<file path="src/rtl/adc_pkg.sv">
// ----------------------------------------------------------------------------
// adc_pkg
// Shared constants and types for the ADC result readout path.
//   ADC_MATRIX_BITS : default width of one ADC conversion result
//   ADC_TAG_BITS    : width of the per-capture sequence tag (used only when
//                     ADC_READOUT_TAG_EN is defined)
//   adc_result_t    : result word at the default width
// ----------------------------------------------------------------------------
package adc_pkg;

    localparam int unsigned ADC_MATRIX_BITS = 12;
    localparam int unsigned ADC_TAG_BITS    = 4;

    typedef logic [ADC_MATRIX_BITS-1:0] adc_result_t;

endpackage

</file>
<file path="src/rtl/adc_result_fifo.sv">
// ----------------------------------------------------------------------------
// adc_result_fifo
// Show-ahead buffer for captured ADC results.
//   clk    : block clock
//   rst    : asynchronous active-low reset; empties the buffer immediately
//   push   : write din at the tail (ignored when full unless popping too)
//   din    : entry to store
//   pop    : advance the head (ignored when empty)
//   dout   : head entry, zero while empty
//   full   : DEPTH entries held
//   empty  : no entries held
//   level  : current occupancy, 0..DEPTH
// DEPTH must be a power of two so the pointers wrap by plain overflow.
// ----------------------------------------------------------------------------
module adc_result_fifo #(
    parameter int unsigned WIDTH = 12,
    parameter int unsigned DEPTH = 4
) (
    input  logic                     clk,
    input  logic                     rst,
    input  logic                     push,
    input  logic [WIDTH-1:0]         din,
    input  logic                     pop,
    output logic [WIDTH-1:0]         dout,
    output logic                     full,
    output logic                     empty,
    output logic [$clog2(DEPTH):0]   level
);

    localparam int unsigned AW = $clog2(DEPTH);

    logic [WIDTH-1:0] mem [DEPTH];
    logic [AW-1:0]    wr_ptr;
    logic [AW-1:0]    rd_ptr;
    logic [AW:0]      count;
    logic             do_push;
    logic             do_pop;

    assign empty = (count == '0);
    assign full  = (count == (AW+1)'(DEPTH));
    assign level = count;

    // A push into a full buffer is legal when the head leaves on the same edge:
    // the write lands in the slot being vacated.
    assign do_pop  = pop & ~empty;
    assign do_push = push & (~full | do_pop);

    always_ff @(posedge clk or negedge rst) begin
        if (!rst) begin
            wr_ptr <= '0;
            rd_ptr <= '0;
            count  <= '0;
        end else begin
            if (do_push) begin
                wr_ptr <= wr_ptr + AW'(1);
            end
            if (do_pop) begin
                rd_ptr <= rd_ptr + AW'(1);
            end
            case ({do_push, do_pop})
                2'b10:   count <= count + (AW+1)'(1);
                2'b01:   count <= count - (AW+1)'(1);
                default: count <= count;
            endcase
        end
    end

    // Storage needs no reset: occupancy alone decides what is visible.
    always_ff @(posedge clk) begin
        if (do_push) begin
            mem[wr_ptr] <= din;
        end
    end

    always_comb begin
        dout = '0;
        if (!empty) begin
            dout = mem[rd_ptr];
        end
    end

endmodule

</file>
<file path="src/rtl/adc_result_reader.sv">
// ----------------------------------------------------------------------------
// adc_result_reader
// Captures one result per ADC conversion (rising edge of conv_finished),
// buffers it and presents it to a ready/valid consumer.
//   clk           : block clock, shared with the ADC controller
//   rst           : asynchronous active-low reset; discards buffered results
//   conv_finished : one-cycle conversion-done flag
//   result        : conversion result, valid while conv_finished=1
//   dout          : head-of-buffer result (show-ahead)
//   dout_valid    : buffer non-empty
//   dout_ready    : consumer takes dout this cycle
//   level         : buffer occupancy
//   overflow      : sticky, set when a result was dropped on a full buffer
//   ovf_clear     : synchronous clear of overflow (a same-cycle drop wins)
//   dout_tag      : per-capture sequence number of the head entry
//                   (present only with ADC_READOUT_TAG_EN defined)
// Optional feature macro: ADC_READOUT_TAG_EN
// ----------------------------------------------------------------------------
module adc_result_reader
    import adc_pkg::*;
#(
    parameter int unsigned MATRIX_BITS = ADC_MATRIX_BITS,
    parameter int unsigned FIFO_DEPTH  = 4
) (
    input  logic                          clk,
    input  logic                          rst,
    input  logic                          conv_finished,
    input  logic [MATRIX_BITS-1:0]        result,
    output logic [MATRIX_BITS-1:0]        dout,
    output logic                          dout_valid,
    input  logic                          dout_ready,
    output logic [$clog2(FIFO_DEPTH):0]   level,
    output logic                          overflow,
    input  logic                          ovf_clear
`ifdef ADC_READOUT_TAG_EN
    ,
    output logic [ADC_TAG_BITS-1:0]       dout_tag
`endif
);

`ifdef ADC_READOUT_TAG_EN
    localparam int unsigned ENTRY_W = MATRIX_BITS + ADC_TAG_BITS;
`else
    localparam int unsigned ENTRY_W = MATRIX_BITS;
`endif

    logic               finished_q;
    logic               capture;
    logic               pop_fire;
    logic               accept;
    logic               drop;
    logic               fifo_full;
    logic               fifo_empty;
    logic [ENTRY_W-1:0] push_data;
    logic [ENTRY_W-1:0] head;

    // finished_q resets high so the controller's post-reset dummy result
    // (conv_finished held high) never looks like a rising edge.
    always_ff @(posedge clk or negedge rst) begin
        if (!rst) begin
            finished_q <= 1'b1;
        end else begin
            finished_q <= conv_finished;
        end
    end

    assign capture    = conv_finished & ~finished_q;
    assign dout_valid = ~fifo_empty;
    assign pop_fire   = dout_valid & dout_ready;
    assign accept     = capture & (~fifo_full | pop_fire);
    assign drop       = capture & fifo_full & ~pop_fire;

    always_ff @(posedge clk or negedge rst) begin
        if (!rst) begin
            overflow <= 1'b0;
        end else if (drop) begin
            overflow <= 1'b1;
        end else if (ovf_clear) begin
            overflow <= 1'b0;
        end
    end

`ifdef ADC_READOUT_TAG_EN
    logic [ADC_TAG_BITS-1:0] tag_cnt;

    // Counts every capture, dropped ones included, so gaps stay visible.
    always_ff @(posedge clk or negedge rst) begin
        if (!rst) begin
            tag_cnt <= '0;
        end else if (capture) begin
            tag_cnt <= tag_cnt + ADC_TAG_BITS'(1);
        end
    end

    assign push_data = {tag_cnt, result};
    assign dout      = head[MATRIX_BITS-1:0];
    assign dout_tag  = head[ENTRY_W-1 -: ADC_TAG_BITS];
`else
    assign push_data = result;
    assign dout      = head;
`endif

    adc_result_fifo #(
        .WIDTH (ENTRY_W),
        .DEPTH (FIFO_DEPTH)
    ) u_fifo (
        .clk   (clk),
        .rst   (rst),
        .push  (accept),
        .din   (push_data),
        .pop   (pop_fire),
        .dout  (head),
        .full  (fifo_full),
        .empty (fifo_empty),
        .level (level)
    );

endmodule

</file>
<file path="config.mk">
export PLATFORM = sky130hd
export DESIGN_NAME = adc_result_reader
export DESIGN_NICKNAME = d
export VERILOG_FILES = /design/src/rtl/adc_pkg.sv /design/src/rtl/adc_result_fifo.sv /design/src/rtl/adc_result_reader.sv
export SDC_FILE = /design/constraint.sdc
export NUM_CORES = 1
export LEC_CHECK = 0
export BUFFER_PORTS_ARGS = -buffer_cell sky130_fd_sc_hd__buf_4
export CAP_MARGIN = 30
export CORE_ASPECT_RATIO = 0.7
export CORE_MARGIN = 2
export CORE_UTILIZATION = 49
export DETAILED_ROUTE_END_ITERATION = 16
export GPL_TIMING_DRIVEN = 0
export PLACE_DENSITY_LB_ADDON = 0.2
export SLEW_MARGIN = 20
export SYNTH_ARGS = -nofsm -noshare
export SYNTH_HDL_FRONTEND = slang
export SYNTH_SLANG_ARGS = --single-unit
</file>
<file path="constraint.sdc">
create_clock -name clk -period 4.1 [get_ports clk]
set_input_delay 0.41 -clock clk [delete_from_list [all_inputs] [get_ports clk]]
set_output_delay 0.41 -clock clk [all_outputs]
set_load 0.03 [all_outputs]
</file>
==> results by group <==
Finish
  – Commonest non-fill, non-tap cells in the layout: 48 x edfxtp_1, 34 x buf_4, 13 x and2_1, 12 x mux4_2, 9 x clkbuf_8
  – Area growth from synthesis to layout: 21.1%
  – Finished Layout Cells: around 220
  – Nets: around 190
  – Fin util: 0.633
  – Share of layout cells above drive strength 1: 0.420
  – # fillers: 309
  – Most common cell after layout, fill and taps aside: edfxtp_1
  – Number of diodes: 0

Pwr
  – PD cells: between 700 and 800 nW/um^2
  – Power consumption: slightly above 2000 uW
  – VDD IR max: 0.000331 V
  – Leakage: between 0.001 and 0.0015 uW

Timing
  – Setup Viol. Count Final: 0
  – Unrepaired setup endpoints after global routing: no
  – Max-Slew Margin vs Limit: 0.683
  – Hold Vio Cnt, Final: 0
  – Fin crit period: between 2 and 2.5 ns
  – Clock skew: ~0.0043 ns
  – Post-route setup TNS: 0 ns
  – Fin crit share: 0.583
  – Max Freq: 0.418 GHz
  – Worst setup margin: 1.71 ns
  – Slew @ Worst Pin: 0.476 ns
  – Max Slew Vio Count: 0

Placement
  – Detail Placement HPWL: 2570 um
  – DP Worst Slack: roughly 1.6 ns
  – RD Place Congestion: approximately 0.67
  – DP Cell Count: between 200 and 250
  – Number of port buffers: 33

Worst setup path
  – Critical Path AT: about 2.0 ns
  – Reg-to-reg critical path endpoint: u_fifo.level[2]$_DFFE_PN0P_
  – Setup CP Type: flop to output port
  – Worst-case reg-to-reg path depth: 9
  – Startpoint Class: flop
  – Req. time, crit path: about 3.7 ns
  – R2r setup slk: ~1.7 ns
  – CP max FO: 10
  – Worst setup EP type: output port
  – Worst R2R Start: u_fifo.level[0]$_DFFE_PN0P_

Clocking
  – CTS tree: done
  – CTS sink cnt: between 50 and 60
  – CTS Root Cell: clkbuf_8
  – Clock Path Buffers: 2
  – Post-CTS sizing: 0
  – Clock latency on the worst-skew pair: between 0.3 and 0.4 ns
  – # H-tree levels: 3
  – Worst-path clk slew: ~0.060 ns
  – Num CTS Buffers: 9

Detailed routing
  – DR pass1 iterations: 4
  – Post-route ant nets: 0
  – Wire per inst: 17.0 um
  – Final WL: 3820 um
  – First DRT Iteration DRCs: 75
  – Vias: around 1.1k
  – Via density: around 5
  – Residual DRC count: 0

Synth
  – Ys Warns: 0
  – Mapped Nets: between 100 and 150
  – Syn Inst Count: between 100 and 150
  – Seq cells post-synth: 57
  – Register area share after synthesis: 0.721
  – Avg Cell Area, Syn: slightly below 20 um^2
  – Syn Std Cell Area: ~2300 um^2
  – Synth cell types: 23

Floorplanning
  – Io pins: 34
  – Die ar.: between 5000 and 6000 um^2
  – # rows: 20
  – Die H: 61.5 um
  – Core region area: about 4400 um^2
  – Initial Utilization: 0.522
  – Chip width: 86.1 um

Min path
  – Hold Path Stages: 1
  – Hold crit path type: primary input to flop
  – Hold Startpoint: conv_finished
  – Hold endpoint: finished_q$_DFF_PN1_

GRT
  – Wire length of the first global-routing pass: between 5000 and 6000 um
  – Pin count of the biggest net entering global routing: 13
  – Total Routing Usage GR: 0.161
  – GRT overflow: 0
  – Via count of the first global-routing pass: 1148
  – Initial antenna violation count: 0

Outcome
  – Status: completed

Job
  – Max_cap viols: 0
-- kinds of logic after synthesis --
logic type | count (synthesis) | share of synthesized area
AO/OA/AOI/OAI | 2 | 0.00595
XOR/XNOR | 6 | 0.0227
adder cells (fa/ha/maj) | 6 | 0.0357
buffers and inverters | 12 | 0.0222
flip-flops | 57 | 0.721
multiplexers | 13 | 0.123
AND/OR/NAND/NOR | 23 | 0.0692
-- routing by layer --
layer / global-route usage / vias to the layer above / part of all wire
li1: - / 538 / -
met2: 0.265 / 27 / 0.51
met3: 0.0724 / 2 / 0.057
met4: 0.0612 / 0 / 0.0037
met5: 0 / - / 0
met1: 0.193 / 575 / 0.43
-- stage by stage --
stage	hold WS (ns)	instance area [um^2]
6_report	0.207	2800
5_1_grt	0.184	2800
4_1_cts	0.190	2800
3_5_place_dp	0.246	2630
3_3_place_gp	0.235	2630
2_1_floorplan	0.114	2310
-- power breakdown --
group | switching, uW | internal, uW
clock | 198 | 214
sequential | 46.0 | 723
combinational | 478 | 376
total | 723 | 1310
-- how the worst max path moves through the flow --
stage                                        to                    startpoint  cells after the start
floorplan           u_fifo.level[2]$_DFFE_PN0P_   u_fifo.level[0]$_DFFE_PN0P_                      9
global placement    u_fifo.level[2]$_DFFE_PN0P_                    dout_ready                     10
detailed placement  u_fifo.level[2]$_DFFE_PN0P_                    dout_ready                     10
CTS                                     dout[7]  u_fifo.rd_ptr[0]$_DFFE_PN0P_                      5
global route        u_fifo.level[2]$_DFFE_PN0P_   u_fifo.level[0]$_DFFE_PN0P_                      9
finish                                  dout[3]   u_fifo.level[0]$_DFFE_PN0P_                      4
-- flip-flops by register name (all words and copies together) (netlist names) --
signal         count
u_fifo.rd_ptr      2
overflow           1
u_fifo.mem        48
u_fifo.level       3
u_fifo.wr_ptr      2
finished_q         1
-- Yosys cell counts, drive strengths merged --
cell | n | area, um^2
buf | 3 | 17.5
ha | 5 | 62.6
xnor2 | 3 | 26.3
dfstp | 1 | 26.3
dfrtp | 8 | 200
nor2 | 1 | 3.75
and2 | 17 | 111
o21ai | 1 | 5.00
inv | 8 | 30.0
o32ai | 1 | 8.76
mux4 | 12 | 270
clkbuf | 1 | 3.75
fa | 1 | 20.0
or3 | 1 | 7.51
xor2 | 3 | 26.3
or4b | 1 | 10.0
edfxtp | 48 | 1440
mux2 | 1 | 15.0
nand3 | 1 | 5.00
nand2 | 1 | 3.75
nor3b | 1 | 18.8
-- what timing repair did --
item                                    in CTS  in global routing
endpoints found under the setup margin       0                  0
hold buffers                                 1                  0
setup buffers                                0                  0
endpoints found under the hold margin        8                  0
-- cell type report --
cell class / instances / area [um^2] / area share
timing repair buffer: 34 / 258 / 0.0920
sequential: 57 / 1670 / 0.595
clock inverter: 6 / 35.0 / 0.0125
clock buffer: 10 / 128 / 0.0455
multi-input combinational: 50 / 594 / 0.212
buffer: 4 / 21.3 / 0.00759
inverter: 8 / 30.0 / 0.0107
tap: 55 / 68.8 / 0.0246
-- critical path: stages (launching register included) --
cell and delay (ns):
dfrtp_1 0.42, or3_2 0.56, clkbuf_1 0.28, and2_1 0.23, buf_4 0.17
(Power assumes the default switching activity.)
